===== src/rtl/rab_ar_sender_if.sv =====
// Channel interfaces for rab_ar_sender.
//   rab_ar_chan_if : AXI read-address channel. The master modport drives
//                    valid and the payload, and samples ready.
//   rab_r_chan_if  : AXI read-data channel. The slave modport drives
//                    valid, id, data, resp and last, and samples ready.
interface rab_ar_chan_if #(
  parameter int AW = 40,
  parameter int IW = 4,
  parameter int UW = 4
);
  logic          valid;
  logic          ready;
  logic [AW-1:0] addr;
  logic [IW-1:0] id;
  logic [7:0]    len;
  logic [2:0]    size;
  logic [1:0]    burst;
  logic          lock;
  logic [3:0]    cache;
  logic [2:0]    prot;
  logic [UW-1:0] user;

  modport master (output valid, addr, id, len, size, burst, lock, cache, prot, user,
                  input  ready);
  modport slave  (input  valid, addr, id, len, size, burst, lock, cache, prot, user,
                  output ready);
endinterface

interface rab_r_chan_if #(
  parameter int DW = 64,
  parameter int IW = 4
);
  logic          valid;
  logic          ready;
  logic [IW-1:0] id;
  logic [DW-1:0] data;
  logic [1:0]    resp;
  logic          last;

  modport slave  (output valid, id, data, resp, last, input  ready);
  modport master (input  valid, id, data, resp, last, output ready);
endinterface


===== src/rtl/rab_ar_sender.sv =====
// rab_ar_sender: output side of the RAB lookup stage.
// An accept pulse issues the translated read on the master AR channel.
// A drop pulse answers the original read with len+1 SLVERR beats on the
// slave R channel. Either path ends with a one-cycle `sent` pulse.
// Ports:
//   Clk_CI, Rst_RI       clock, synchronous active-high reset
//   accept, drop         one-cycle decision pulses (accept has priority)
//   out_addr_reg         translated address, valid with accept
//   cache_coherent_reg   forces AxCACHE to 4'b1111 when set
//   s_ar_*               original AR fields, held stable until `sent`
//   m_ar                 master AR channel (interface)
//   s_r                  slave R channel (interface)
//   sent                 transaction-complete pulse
// Every output comes straight from a flop, so no input reaches an output
// combinationally.
module rab_ar_sender #(
  parameter int AXI_ADDR_WIDTH = 40,
  parameter int AXI_DATA_WIDTH = 64,
  parameter int AXI_ID_WIDTH   = 4,
  parameter int AXI_USER_WIDTH = 4
) (
  input  logic                      Clk_CI,
  input  logic                      Rst_RI,
  input  logic                      accept,
  input  logic                      drop,
  input  logic [AXI_ADDR_WIDTH-1:0] out_addr_reg,
  input  logic                      cache_coherent_reg,
  input  logic [AXI_ID_WIDTH-1:0]   s_ar_id,
  input  logic [7:0]                s_ar_len,
  input  logic [2:0]                s_ar_size,
  input  logic [1:0]                s_ar_burst,
  input  logic                      s_ar_lock,
  input  logic [3:0]                s_ar_cache,
  input  logic [2:0]                s_ar_prot,
  input  logic [AXI_USER_WIDTH-1:0] s_ar_user,
  rab_ar_chan_if.master             m_ar,
  rab_r_chan_if.slave               s_r,
  output logic                      sent
);

  typedef enum logic [1:0] {IDLE, SEND_AR, ERR_R} state_e;

  state_e                    state_q, state_d;
  logic                      ar_valid_q, ar_valid_d;
  logic [AXI_ADDR_WIDTH-1:0] ar_addr_q, ar_addr_d;
  logic [AXI_ID_WIDTH-1:0]   ar_id_q, ar_id_d;
  logic [7:0]                ar_len_q, ar_len_d;
  logic [2:0]                ar_size_q, ar_size_d;
  logic [1:0]                ar_burst_q, ar_burst_d;
  logic                      ar_lock_q, ar_lock_d;
  logic [3:0]                ar_cache_q, ar_cache_d;
  logic [2:0]                ar_prot_q, ar_prot_d;
  logic [AXI_USER_WIDTH-1:0] ar_user_q, ar_user_d;
  logic                      r_valid_q, r_valid_d;
  logic [AXI_ID_WIDTH-1:0]   r_id_q, r_id_d;
  logic [1:0]                r_resp_q, r_resp_d;
  logic                      r_last_q, r_last_d;
  logic [7:0]                r_len_q, r_len_d;
  logic [7:0]                cnt_q, cnt_d;
  logic                      sent_q, sent_d;

  always_ff @(posedge Clk_CI) begin
    if (Rst_RI) begin
      state_q    <= IDLE;
      ar_valid_q <= 1'b0;
      ar_addr_q  <= '0;
      ar_id_q    <= '0;
      ar_len_q   <= '0;
      ar_size_q  <= '0;
      ar_burst_q <= '0;
      ar_lock_q  <= 1'b0;
      ar_cache_q <= '0;
      ar_prot_q  <= '0;
      ar_user_q  <= '0;
      r_valid_q  <= 1'b0;
      r_id_q     <= '0;
      r_resp_q   <= '0;
      r_last_q   <= 1'b0;
      r_len_q    <= '0;
      cnt_q      <= '0;
      sent_q     <= 1'b0;
    end else begin
      state_q    <= state_d;
      ar_valid_q <= ar_valid_d;
      ar_addr_q  <= ar_addr_d;
      ar_id_q    <= ar_id_d;
      ar_len_q   <= ar_len_d;
      ar_size_q  <= ar_size_d;
      ar_burst_q <= ar_burst_d;
      ar_lock_q  <= ar_lock_d;
      ar_cache_q <= ar_cache_d;
      ar_prot_q  <= ar_prot_d;
      ar_user_q  <= ar_user_d;
      r_valid_q  <= r_valid_d;
      r_id_q     <= r_id_d;
      r_resp_q   <= r_resp_d;
      r_last_q   <= r_last_d;
      r_len_q    <= r_len_d;
      cnt_q      <= cnt_d;
      sent_q     <= sent_d;
    end
  end

  always_comb begin
    state_d    = state_q;
    ar_valid_d = ar_valid_q;
    ar_addr_d  = ar_addr_q;
    ar_id_d    = ar_id_q;
    ar_len_d   = ar_len_q;
    ar_size_d  = ar_size_q;
    ar_burst_d = ar_burst_q;
    ar_lock_d  = ar_lock_q;
    ar_cache_d = ar_cache_q;
    ar_prot_d  = ar_prot_q;
    ar_user_d  = ar_user_q;
    r_valid_d  = r_valid_q;
    r_id_d     = r_id_q;
    r_resp_d   = r_resp_q;
    r_last_d   = r_last_q;
    r_len_d    = r_len_q;
    cnt_d      = cnt_q;
    sent_d     = 1'b0;
    unique case (state_q)
      IDLE: begin
        if (accept) begin
          ar_valid_d = 1'b1;
          ar_addr_d  = out_addr_reg;
          ar_id_d    = s_ar_id;
          ar_len_d   = s_ar_len;
          ar_size_d  = s_ar_size;
          ar_burst_d = s_ar_burst;
          ar_lock_d  = s_ar_lock;
          // Coherent accesses go out as write-back read/write-allocate.
          ar_cache_d = cache_coherent_reg ? 4'b1111 : s_ar_cache;
          ar_prot_d  = s_ar_prot;
          ar_user_d  = s_ar_user;
          state_d    = SEND_AR;
        end else if (drop) begin
          r_valid_d = 1'b1;
          r_id_d    = s_ar_id;
          r_resp_d  = 2'b10;
          r_len_d   = s_ar_len;
          cnt_d     = '0;
          // last is registered, so a single-beat burst must flag it now.
          r_last_d  = (s_ar_len == 8'd0);
          state_d   = ERR_R;
        end
      end
      SEND_AR: begin
        if (m_ar.ready) begin
          ar_valid_d = 1'b0;
          sent_d     = 1'b1;
          state_d    = IDLE;
        end
      end
      ERR_R: begin
        if (s_r.ready) begin
          if (r_last_q) begin
            r_valid_d = 1'b0;
            r_last_d  = 1'b0;
            sent_d    = 1'b1;
            state_d   = IDLE;
          end else begin
            // Counter only advances below len, so len=255 never wraps.
            cnt_d    = cnt_q + 8'd1;
            r_last_d = ((cnt_q + 8'd1) == r_len_q);
          end
        end
      end
      default: state_d = IDLE;
    endcase
  end

  assign m_ar.valid = ar_valid_q;
  assign m_ar.addr  = ar_addr_q;
  assign m_ar.id    = ar_id_q;
  assign m_ar.len   = ar_len_q;
  assign m_ar.size  = ar_size_q;
  assign m_ar.burst = ar_burst_q;
  assign m_ar.lock  = ar_lock_q;
  assign m_ar.cache = ar_cache_q;
  assign m_ar.prot  = ar_prot_q;
  assign m_ar.user  = ar_user_q;

  assign s_r.valid = r_valid_q;
  assign s_r.id    = r_id_q;
  assign s_r.data  = '0;
  assign s_r.resp  = r_resp_q;
  assign s_r.last  = r_last_q;

  assign sent = sent_q;

endmodule

===== src/flat_wrapper.sv =====
// flat-port wrapper written by rule: the top's interface ports become plain ports
module rab_ar_sender_flat 
#(
  parameter int AXI_ADDR_WIDTH = 40,
  parameter int AXI_DATA_WIDTH = 64,
  parameter int AXI_ID_WIDTH   = 4,
  parameter int AXI_USER_WIDTH = 4
)
  (Clk_CI, Rst_RI, accept, drop, out_addr_reg, cache_coherent_reg, s_ar_id, s_ar_len, s_ar_size, s_ar_burst, s_ar_lock, s_ar_cache, s_ar_prot, s_ar_user, sent, m_ar_valid, m_ar_addr, m_ar_id, m_ar_len, m_ar_size, m_ar_burst, m_ar_lock, m_ar_cache, m_ar_prot, m_ar_user, m_ar_ready, s_r_valid, s_r_id, s_r_data, s_r_resp, s_r_last, s_r_ready);
  rab_ar_chan_if m_ar_i ();
  rab_r_chan_if s_r_i ();
  input  logic Clk_CI;
  input  logic Rst_RI;
  input  logic accept;
  input  logic drop;
  input  logic [AXI_ADDR_WIDTH-1:0] out_addr_reg;
  input  logic cache_coherent_reg;
  input  logic [AXI_ID_WIDTH-1:0] s_ar_id;
  input  logic [7:0] s_ar_len;
  input  logic [2:0] s_ar_size;
  input  logic [1:0] s_ar_burst;
  input  logic s_ar_lock;
  input  logic [3:0] s_ar_cache;
  input  logic [2:0] s_ar_prot;
  input  logic [AXI_USER_WIDTH-1:0] s_ar_user;
  output logic sent;
  output wire logic [$bits(m_ar_i.valid)-1:0] m_ar_valid;
  output wire logic [$bits(m_ar_i.addr)-1:0] m_ar_addr;
  output wire logic [$bits(m_ar_i.id)-1:0] m_ar_id;
  output wire logic [$bits(m_ar_i.len)-1:0] m_ar_len;
  output wire logic [$bits(m_ar_i.size)-1:0] m_ar_size;
  output wire logic [$bits(m_ar_i.burst)-1:0] m_ar_burst;
  output wire logic [$bits(m_ar_i.lock)-1:0] m_ar_lock;
  output wire logic [$bits(m_ar_i.cache)-1:0] m_ar_cache;
  output wire logic [$bits(m_ar_i.prot)-1:0] m_ar_prot;
  output wire logic [$bits(m_ar_i.user)-1:0] m_ar_user;
  input wire logic [$bits(m_ar_i.ready)-1:0] m_ar_ready;
  output wire logic [$bits(s_r_i.valid)-1:0] s_r_valid;
  output wire logic [$bits(s_r_i.id)-1:0] s_r_id;
  output wire logic [$bits(s_r_i.data)-1:0] s_r_data;
  output wire logic [$bits(s_r_i.resp)-1:0] s_r_resp;
  output wire logic [$bits(s_r_i.last)-1:0] s_r_last;
  input wire logic [$bits(s_r_i.ready)-1:0] s_r_ready;
  assign m_ar_valid = m_ar_i.valid;
  assign m_ar_addr = m_ar_i.addr;
  assign m_ar_id = m_ar_i.id;
  assign m_ar_len = m_ar_i.len;
  assign m_ar_size = m_ar_i.size;
  assign m_ar_burst = m_ar_i.burst;
  assign m_ar_lock = m_ar_i.lock;
  assign m_ar_cache = m_ar_i.cache;
  assign m_ar_prot = m_ar_i.prot;
  assign m_ar_user = m_ar_i.user;
  assign m_ar_i.ready = m_ar_ready;
  assign s_r_valid = s_r_i.valid;
  assign s_r_id = s_r_i.id;
  assign s_r_data = s_r_i.data;
  assign s_r_resp = s_r_i.resp;
  assign s_r_last = s_r_i.last;
  assign s_r_i.ready = s_r_ready;
  rab_ar_sender #(.AXI_ADDR_WIDTH(AXI_ADDR_WIDTH), .AXI_DATA_WIDTH(AXI_DATA_WIDTH), .AXI_ID_WIDTH(AXI_ID_WIDTH), .AXI_USER_WIDTH(AXI_USER_WIDTH)) u_core (.Clk_CI(Clk_CI), .Rst_RI(Rst_RI), .accept(accept), .drop(drop), .out_addr_reg(out_addr_reg), .cache_coherent_reg(cache_coherent_reg), .s_ar_id(s_ar_id), .s_ar_len(s_ar_len), .s_ar_size(s_ar_size), .s_ar_burst(s_ar_burst), .s_ar_lock(s_ar_lock), .s_ar_cache(s_ar_cache), .s_ar_prot(s_ar_prot), .s_ar_user(s_ar_user), .m_ar(m_ar_i), .s_r(s_r_i), .sent(sent));
endmodule

===== config.mk =====
export PLATFORM = sky130hd
export DESIGN_NAME = rab_ar_sender_flat
export DESIGN_NICKNAME = d
export VERILOG_FILES = /design/src/rtl/rab_ar_sender_if.sv /design/src/rtl/rab_ar_sender.sv /design/src/flat_wrapper.sv
export SDC_FILE = /design/constraint.sdc
export NUM_CORES = 1
export LEC_CHECK = 0
export CAP_MARGIN = 20
export CORE_ASPECT_RATIO = 1.5
export CORE_MARGIN = 2
export CORE_UTILIZATION = 43
export CTS_CLUSTER_DIAMETER = 40
export DETAILED_ROUTE_END_ITERATION = 8
export PLACE_DENSITY = 0.86
export SETUP_SLACK_MARGIN = 0.2
export SKIP_CTS_REPAIR_TIMING = 1
export SYNTH_ARGS = -nofsm -noshare
export SYNTH_HDL_FRONTEND = slang
export SYNTH_SLANG_ARGS = --single-unit

===== constraint.sdc =====
create_clock -name Clk_CI -period 2.8 [get_ports Clk_CI]
set_input_delay 0.28 -clock Clk_CI [delete_from_list [all_inputs] [get_ports Clk_CI]]
set_output_delay 0.28 -clock Clk_CI [all_outputs]
set_load 0.05 [all_outputs]

==> summary.txt, run 1 <==
Run status
  – Status: complete, no violations

Final layout
  – Net count of the finished layout: 771
  – Total inserted antenna cells: 0
  – Final std cells w/o fill: 811
  – Post-Route Utilization: 61.7%
  – Final Cell Area: between 5000 and 6000 um^2
  – Seq. cell area: 1920 um^2
  – Combined area of the multi-input logic cells: 1970 um^2
  – Number of fill cells in the layout: 801
  – Area added between synthesis and finish: 39.6%
  – Fraction of layout cells with a size suffix above 1: ~4.2%

Logic synthesis
  – Top flip-flop cell by instance count after synthesis: sky130_fd_sc_hd__dfxtp_1
  – Total number of yosys warnings: 0
  – Summed instance area of the synthesized netlist: 4280 um^2
  – Area share of the leading cell type in the synthesized netlist: 44.9%
  – Dominant cell by count in the synthesized netlist: sky130_fd_sc_hd__nand2_1
  – EDFF count, synth: 0
  – Average size of a mapped cell: about 7.7 um^2
  – Leading post-synthesis cells by instance count: sky130_fd_sc_hd__nand2_1 (164), sky130_fd_sc_hd__dfxtp_1 (96), sky130_fd_sc_hd__a21oi_1 (91), sky130_fd_sc_hd__buf_4 (66), sky130_fd_sc_hd__clkbuf_1 (27)
  – Post-synthesis instance total: 557
  – Number of distinct standard cells referenced by the synthesized netlist: 42
  – Post-synthesis sequential element count: 96
  – Cell accounting for the most synthesized area: sky130_fd_sc_hd__dfxtp_1
  – Fraction of registers with async set/reset: 0%
  – Sequential cell area fraction in the yosys report: 44.9%
  – Cell types with the largest area share after synthesis: sky130_fd_sc_hd__dfxtp_1 (45%), sky130_fd_sc_hd__nand2_1 (14%), sky130_fd_sc_hd__buf_4 (12%), sky130_fd_sc_hd__a21oi_1 (11%), sky130_fd_sc_hd__clkbuf_1 (2.4%)

CTS
  – Maximum clock insertion buffer count: 2
  – TritonCTS clock tree: yes
  – Clock-pin slew on the worst setup and hold paths: 0.07 ns
  – Inserted Clock Buffers: 9
  – CTS root buf: sky130_fd_sc_hd__clkbuf_16
  – Clock Sink Count: 96
  – Count of H-tree levels built during CTS: 3
  – Skew-Pair Late Insertion Delay: 0.34 ns

STA
  – Crit path time final: around 2.1 ns
  – RSZ-0062 raised after global routing: no
  – Layout Skew: 0.00797 ns
  – FMAX: 0.467 GHz
  – Endpoints failing setup: 0
  – Pins Over Slew Limit: 0
  – Total negative slack: 0 ns
  – Fraction of the cycle the final worst path needs: roughly 77%
  – Final number of hold-violating endpoints: 0
  – Worst-Margin Slew: around 0.99 ns
  – Remaining max-slew budget at the tightest pin: 34.2%

Floorplanning
  – Ports placed on the boundary: 219
  – Initial Util: 44.2%
  – Area of the die: 10800 um^2
  – Height of the chip: 126 um
  – Core Footprint: ~9700 um^2
  – Number of standard-cell rows in the floorplan: between 40 and 50
  – DIE WIDTH: around 85 um

Setup path
  – Crit Path Category: reg -> reg
  – Crit Path Max Fanout: 9
  – Worst Path Required: 3.08 ns
  – Data arrival, critical path: 2.43 ns
  – Category of the worst setup path capture point: flop
  – Crit path launch type: flop

Drt
  – DRC violations left: 0
  – WL final: 11400 um
  – Remaining number of nets flagged by the antenna check after routing: 0
  – Number of vias per cell after detailed routing: 4.97
  – Routed vias: 4027
  – Pre-Repair DR Iteration Count: 5
  – Wire length per cell after detailed routing: about 14 um
  – Iteration-0 DRC Markers: 313

Placed design
  – Routability congestion estimate from global placement: 0.884
  – Placed Area: 5620 um^2
  – Post-DP HPWL: ~8300 um
  – Port Buffers: 153
  – Post-Place Cells: 795

Pwr
  – P_leak: 0.00231 uW
  – Power density over the cells: roughly 700 nW/um^2
  – Largest voltage drop on the vdd net: 0.514 mV
  – Overall power of the completed layout: about 4100 uW

Run
  – Maximum capacitance violations: 0

GRT
  – Largest net degree at the start of global routing: 97
  – Number of antenna violations at the first check in global routing: 0
  – Global-route wire length before repair: between 15000 and 20000 um
  – Overall track demand over capacity in global routing: 20.7%
  – Residual overflow from global routing: 0
  – Number of global-route vias before repair: roughly 3800

Min path
  – Worst min-delay path class: reg -> reg
-- final timing paths --
| check | startpoint | endpoint | slack, ns | cells after the start |
|---|---|---|---|---|
| setup / recovery | u_core.state_q[0] | u_core.s_r.last | 0.66 | 7 |
| hold / removal | u_core.m_ar.addr[1] | u_core.m_ar.addr[1] | 0.45 | 2 |
| setup reg to reg | u_core.state_q[0] | u_core.s_r.last | 0.66 | 7 |
| hold reg to reg | u_core.m_ar.addr[1] | u_core.m_ar.addr[1] | 0.45 | 2 |
-- power by group --
part	leakage, uW	internal, uW	switching [uW]
Clock	0.000173	902	527
Sequential	0.000787	1470	57.0
Combinational	0.00135	356	822
-- cells in the final DEF, fill, tap and decap left out, drive strengths merged, types with 3 or more instances in the layout --
cell type	count
buf	5
o21a	3
clkinv	3
a31oi	3
and2	5
o21ai	13
bufinv	3
nand3	6
dfxtp	96
nand2	164
nor2	18
clkdlybuf4s50	152
conb	65
or3	3
a21oi	91
ha	4
nor3	11
nand2b	5
xnor2	4
clkbuf	10
inv	4
-- through the flow --
step                      hold slack, ns  setup slack, ns
final                              0.454            0.658
after global routing               0.449            0.484
after CTS                          0.449            0.663
after detailed placement           0.446            0.557
after global placement             0.441            0.574
after floorplan                    0.416            0.890
-- layer usage --
layer  up-vias  share of wire, %  track usage [%]
met5         -                 0                0
met4         0               3.4             9.71
met3        27               5.9             4.78
met2       192                53             37.2
met1      1848                38             22.5
li1       1960                 -                -
-- flip-flops by register name, summed over array words and instances, names as in the netlist, 2 cells and up --
register,cells
u_core.m_ar.len,8
u_core.m_ar.cache,4
u_core.m_ar.prot,3
u_core.m_ar.id,4
u_core.r_len_q,8
u_core.m_ar.user,4
u_core.m_ar.addr,40
u_core.m_ar.size,3
u_core.cnt_q,8
u_core.state_q,2
u_core.m_ar.burst,2
u_core.s_r.id,4
-- area by class of cell --
cell class	instances	share of cell area, %
multi-input cells	423	33.0
flip-flops and latches	96	32.2
repair buffers	157	26.3
clock buffers	10	4.00
well taps	115	2.41
clock inverters	6	1.95
inverters	4	0.251
-- worst max-delay path, stage by stage, from the launching register on --
cell and delay, ns:
sky130_fd_sc_hd__dfxtp_1 0.33, sky130_fd_sc_hd__inv_1 0.09, sky130_fd_sc_hd__ha_1 0.31, sky130_fd_sc_hd__and3b_2 0.24, sky130_fd_sc_hd__o21ai_2 0.11, sky130_fd_sc_hd__or4_1 0.53, sky130_fd_sc_hd__nor4_1 0.28, sky130_fd_sc_hd__a41o_1 0.19
-- cells by family after synthesis --
| group | after synthesis | share of synthesized area, % |
|---|---|---|
| compound gates | 120 | 15.1 |
| other cells | 1 | 0.0876 |
| mux | 1 | 0.263 |
| simple gates | 227 | 22.5 |
| buf+inv | 102 | 14.7 |
| flops | 96 | 44.9 |
| fa+ha+maj | 4 | 1.17 |
| xor+xnor | 6 | 1.23 |
(Power assumes the default switching activity.)
==> inputs of run 2 (changes only) <==
--- a/config.mk
+++ b/config.mk
@@ -8,10 +8,10 @@
 export CAP_MARGIN = 20
 export CORE_ASPECT_RATIO = 1.5
 export CORE_MARGIN = 2
-export CORE_UTILIZATION = 43
+export CORE_UTILIZATION = 36
 export CTS_CLUSTER_DIAMETER = 40
 export DETAILED_ROUTE_END_ITERATION = 8
-export PLACE_DENSITY = 0.86
+export PLACE_DENSITY = 0.77
 export SETUP_SLACK_MARGIN = 0.2
 export SKIP_CTS_REPAIR_TIMING = 1
 export SYNTH_ARGS = -nofsm -noshare
==> constraint.sdc (replaced) <==
create_clock -name Clk_CI -period 1.7 [get_ports Clk_CI]
set_input_delay 0.17 -clock Clk_CI [delete_from_list [all_inputs] [get_ports Clk_CI]]
set_output_delay 0.17 -clock Clk_CI [all_outputs]
set_load 0.05 [all_outputs]
==> summary.txt, run 2 (synthesized netlist as in run 1, its figures left out) <==
Pwr
  – Share of power burned in the clock network: 26.9%
  – Sw power: 2950 uW
  – Switching share of power: between 30% and 40%
  – P_leak: 0.00411 uW
  – Power density over the cells: 953 nW/um^2
  – Cell internal pwr: 4500 uW
  – Combinational fraction of design power: 39.1%
  – Largest voltage drop on the vdd net: 0.949 mV
  – Register share of total power: between 30% and 40%

STA
  – Worst-Margin Slew: between 0.6 and 0.7 ns
  – Pins Over Slew Limit: 0
  – Final number of hold-violating endpoints: 0
  – FMAX: 0.572 GHz
  – Fraction of the cycle the final worst path needs: 103%
  – Layout Skew: 0.00944 ns
  – Crit path time final: 1.75 ns
  – Hold Worst Slack: 0.302 ns
  – Remaining max-slew budget at the tightest pin: between 50% and 60%
  – Endpoints failing setup: 2
  – RSZ-0062 raised after global routing: yes
  – Worst setup margin: -0.0496 ns

Setup path
  – Count of buffer and inverter cells on the critical path: 1
  – Crit Path Max Fanout: 2
  – Crit-path slowest cell: sky130_fd_sc_hd__or4_4
  – Worst setup path startpoint: u_core.state_q[0]
  – Crit Path Category: reg -> reg
  – Data arrival, critical path: 2.04 ns
  – Delay of the slowest cell on the worst path: 0.41 ns
  – Largest delay contributor family on the critical path: simple AND/OR/NAND/NOR gates
  – Crit path launch type: flop
  – Category of the worst setup path capture point: flop
  – Worst Path Required: 1.99 ns
  – Crit-path cells: inv_4 > ha_4 > and3b_2 > o21ai_4 > or4_4 > nor4_2 > a41o_1
  – Worst reg2reg path startpoint: u_core.state_q[0]

Final layout
  – Net count of the finished layout: about 800
  – Flip-flop count of the largest register, all copies and words added: 40
  – Area added between synthesis and finish: 82.7%
  – Final Cell Area: just under 8000 um^2
  – Leading cell type in the layout, fill and taps excluded: sky130_fd_sc_hd__dfxtp_1
  – Total inserted antenna cells: 0
  – Fraction of layout cells with a size suffix above 1: between 40% and 50%
  – Most used cells in the layout excluding fill and tap cells: sky130_fd_sc_hd__dfxtp_1 (89), sky130_fd_sc_hd__nand2_1 (86), sky130_fd_sc_hd__a21oi_2 (82), sky130_fd_sc_hd__clkdlybuf4s50_1 (74), sky130_fd_sc_hd__nand2_4 (68)

Drt
  – DRC violations left: 0
  – Routed vias: roughly 4600
  – Number of vias per cell after detailed routing: 5.19
  – Wire length per cell after detailed routing: 18.6 um
  – WL final: 16600 um
  – Pre-Repair DR Iteration Count: 5
  – Iteration-0 DRC Markers: around 320
  – Remaining number of nets flagged by the antenna check after routing: 0

Run status
  – Failing checks: setup timing
  – Status: complete, but fails checks

Placed design
  – Routability congestion estimate from global placement: between 0.8 and 0.9
  – Post-DP HPWL: approximately 8700 um
  – Port Buffers: roughly 150
  – Worst slack after detailed placement: -0.208 ns
  – Placed Area: 5840 um^2

Floorplanning
  – Ports placed on the boundary: 219
  – DIE WIDTH: 93.0 um
  – Area of the die: approximately 13000 um^2
  – Initial Util: 37.1%
  – Core Footprint: 11500 um^2
  – Height of the chip: around 140 um
  – Number of standard-cell rows in the floorplan: 48

Run
  – Maximum capacitance violations: 0

GRT
  – Overall track demand over capacity in global routing: 17.8%
  – Number of global-route vias before repair: 3882
  – Global-route wire length before repair: ~18000 um
  – Number of antenna violations at the first check in global routing: 0
  – Largest net degree at the start of global routing: 97
  – Residual overflow from global routing: 0

CTS
  – Maximum clock insertion buffer count: 2
  – Clock Sink Count: 96
  – Clock-pin slew on the worst setup and hold paths: 0.07 ns
  – Inserted Clock Buffers: 9
  – CTS root buf: sky130_fd_sc_hd__clkbuf_16
  – Skew-Pair Late Insertion Delay: 0.36 ns
  – Count of H-tree levels built during CTS: 3
  – TritonCTS clock tree: yes

Min path
  – Worst min-delay path class: in -> reg
  – Startpoint of the most critical hold path: Rst_RI
[run 2: per-layer routing]
metal  track usage (%)  wire, um  vias up
li1                  -         -     2073
met1              19.3      5710     2271
met2              31.0      9270      240
met3              3.28       921       56
met4              12.7       742        0
met5                 0         0        -
[run 2: final cells by class]
| type | instances | area (um^2) |
|---|---|---|
| multi-input combinational | 424 | 3080 |
| sequential | 96 | 1930 |
| fill | 800 | 3710 |
| inverter | 4 | 20.0 |
| clock buffer | 9 | 225 |
| timing repair buffer | 204 | 2310 |
| tap | 150 | 188 |
| clock inverter | 7 | 60.1 |
[run 2: power by group through the flow]
stage	sequential [uW]	combinational (uW)	clock [uW]
floorplan	3100	906	0
global placement	2560	1980	0
detailed placement	2570	2000	0
CTS	2520	2010	1990
global route	2550	3010	2100
finish	2530	2910	2010
[run 2: path summary, 6_finish.rpt]
kind                     endpoint  slack [ns]  cells past startpoint
min reg2reg  u_core.m_ar.addr[28]        0.46                      2
max reg2reg       u_core.s_r.last       -0.05                      7
max               u_core.s_r.last       -0.05                      7
min               u_core.s_r.last        0.30                      4
[run 2: per-stage QoR]
stage | utilization (%) | setup TNS [ns] | total power, uW | instances
floorplan | - | -0.0402 | 4010 | 621
global placement | 50.6 | -0.783 | 4530 | 852
detailed placement | 50.6 | -0.894 | 4570 | 852
CTS | 53.1 | -0.0860 | 6520 | 868
global route | 67.8 | -0.176 | 7660 | 894
finish | 67.8 | -0.0503 | 7450 | 894
[run 2: worst register-to-register path, stage by stage (launching register included)]
cell and delay [ns]:
sky130_fd_sc_hd__dfxtp_2 0.34, sky130_fd_sc_hd__inv_4 0.07, sky130_fd_sc_hd__ha_4 0.13, sky130_fd_sc_hd__and3b_2 0.22, sky130_fd_sc_hd__o21ai_4 0.07, sky130_fd_sc_hd__or4_4 0.41
sky130_fd_sc_hd__nor4_2 0.25, sky130_fd_sc_hd__a41o_1 0.19
==> RTL edit (settings of run 2) <==
`ar_addr_q` no longer has a reset.
--- a/src/rtl/rab_ar_sender.sv
+++ b/src/rtl/rab_ar_sender.sv
@@ -64,5 +64,4 @@
       state_q    <= IDLE;
       ar_valid_q <= 1'b0;
-      ar_addr_q  <= '0;
       ar_id_q    <= '0;
       ar_len_q   <= '0;
@@ -83,5 +82,4 @@
       state_q    <= state_d;
       ar_valid_q <= ar_valid_d;
-      ar_addr_q  <= ar_addr_d;
       ar_id_q    <= ar_id_d;
       ar_len_q   <= ar_len_d;
@@ -100,4 +98,8 @@
       sent_q     <= sent_d;
     end
+  end
+
+  always_ff @(posedge Clk_CI) begin
+    ar_addr_q <= ar_addr_d;
   end
 
Formal check against the unedited RTL: not equivalent (a bounded check fails within 4 cycles, from zero or initial values and one cycle with Rst_RI high).
==> RTL edit against run 2 <==
The flow still finishes with violations (negative setup slack); area after synthesis decreased by 4.8%; final area shrank 18%; routed wire length fell by 27%; total power shrank 7.4%; die area down 4.6%; sequential cell count unchanged; sequential share of layout area up 12 points; worst setup slack got worse by 0.21 ns; core utilization decreased by 10 points.
==> RTL edit: results (changes against run 2) <==
----------------------------------------------------
[Run status]
  Status ... finished, violations left
  Violations in the final reports ... negative setup slack

[Synth]
  Number of flops mapped to enable cells by yosys ... 40 (+40)
  Largest cells by area after synthesis ... edfxtp_1 29%, dfxtp_1 28%, buf_4 12%
  Syn Inst Count ... 407 (-27%)
  Multiplexer area fraction after synthesis ... 0.00246 (-0.000175)
  Proportion of synthesized chip area in sequential cells ... 0.570 (+0.121)
  Xor-xnor portion of the synthesized cell area ... 0.0236 (+0.0114)
  Share of the synthesized area in compound gates (AO/OA/AOI/OAI) ... 0.0955 (-0.0557)
  Post-synth top cells ... 81 x nand2_1, 65 x buf_4, 56 x dfxtp_1, 50 x a21oi_1, 40 x edfxtp_1
  Post-synthesis adder-cell area fraction ... 0.0123 (+0.000589)
  Count of unique library cells instantiated by Yosys ... 39 (-7.1%)

[Route]
  First DRT Iteration DRCs ... 222 (-30%)
  Vias ... 3,404 (-27%)
  Drt via density ... 4.60 (-11%)
  Final wirelength ... 12,200 um (-27%)
  Number of search-and-repair iterations in the first detailed-routing pass ... 4 (-1)

[Cells and area]
  Fraction of final layout cells sized beyond drive strength 1 ... 0.162 (-0.245)
  Fill count ... 960 (+20%)
  Number of nets in the final layout ... 668 (-18%)

[Place]
  Cell Count Post-Placement ... 716 (-16%)
  Placer congestion estimate ... 0.845 (-5.9%)
  Half-perimeter wire length after placement ... 8210 um (-5.6%)

[Global routing]
  Pin count of the biggest net entering global routing ... 47 (-52%)
  Vias in the first global route ... 3,135 (-19%)
  Wire length of the first global-routing pass ... 16,600 um (-8.3%)
  Global-route usage over all layers ... 0.176 (-0.00252)

[Timing]
  Final setup violating endpoints ... 6 (+4)
  Max-Slew Margin vs Limit ... 0.641 (+0.0811)
  Setup ws final ... -0.256 ns (-0.207 ns)
  Layout Skew ... 0.00952 ns (+0.0000782 ns)
  Setup TNS ... -1.39 ns (-1.34 ns)

[Setup path]
  Max incr delay on CP ... 0.50 ns (+0.09 ns)
  Master of the slowest instance on the critical path ... a2111o_1
  Type of the worst setup path ... reg -> reg
  Arrival @ worst endpoint ... 2.24 ns (+0.20 ns)
  Largest delay contributor family on the critical path ... compound AO/OA/AOI/OAI gates
  Worst Path Max Fanout ... 5 (+3)

[Power]
  Internal power ... 0.00447 W (-0.67%)
  P_leak ... 3.16 nW (-23%)
  Maximum VDD drop ... 612 uV (-36%)

----------------------------------------------------
RTL edit: metrics by stage:
step                      hold WS, ns  setup slack, ns  power, W  area [um^2]
after floorplan                 0.269          -0.0174   0.00413         4370
after global placement          0.387           -0.254   0.00468         5660
after detailed placement        0.389           -0.305   0.00471         5660
after CTS                      0.0167           -0.188   0.00679         5960
after global routing           0.0208           -0.300   0.00717         6380
final                          0.0204           -0.256   0.00690         6380
RTL edit: power by group through the flow:
stage,sequential (W),clock (W),combinational (W)
floorplan,0.00334,0,0.000788
global placement,0.00275,0,0.00193
detailed placement,0.00276,0,0.00195
CTS,0.00271,0.00213,0.00196
global route,0.00273,0.00224,0.00221
finish,0.00270,0.00209,0.00210
RTL edit: metal layers:
metal	vias to the layer above	track usage	routed length [um]
li1	1601	-	-
met1	1576	0.199	4640
met2	215	0.310	6210
met3	12	0.0590	1170
met4	0	0.0581	185
met5	-	0	0
RTL edit: final cells by class:
type | count | area, um^2 | share of cell area
Sequential cell | 96 | 2330 | 0.366
Clock buffer | 10 | 229 | 0.0359
Clock inverter | 6 | 75.1 | 0.0118
Multi-Input combinational cell | 287 | 1530 | 0.240
Inverter | 8 | 37.5 | 0.00589
Tap cell | 147 | 184 | 0.0288
Timing Repair Buffer | 186 | 1990 | 0.312
RTL edit: final timing paths:
path	startpoint	end	slack (ns)	cells past startpoint
hold / removal	Rst_RI	u_core.state_q[0]	0.02	2
hold reg to reg	u_core.m_ar.len[2]	u_core.m_ar.len[2]	0.45	2
setup / recovery	u_core.state_q[0]	u_core.cnt_q[7]	-0.26	7
setup reg to reg	u_core.state_q[0]	u_core.cnt_q[7]	-0.26	7
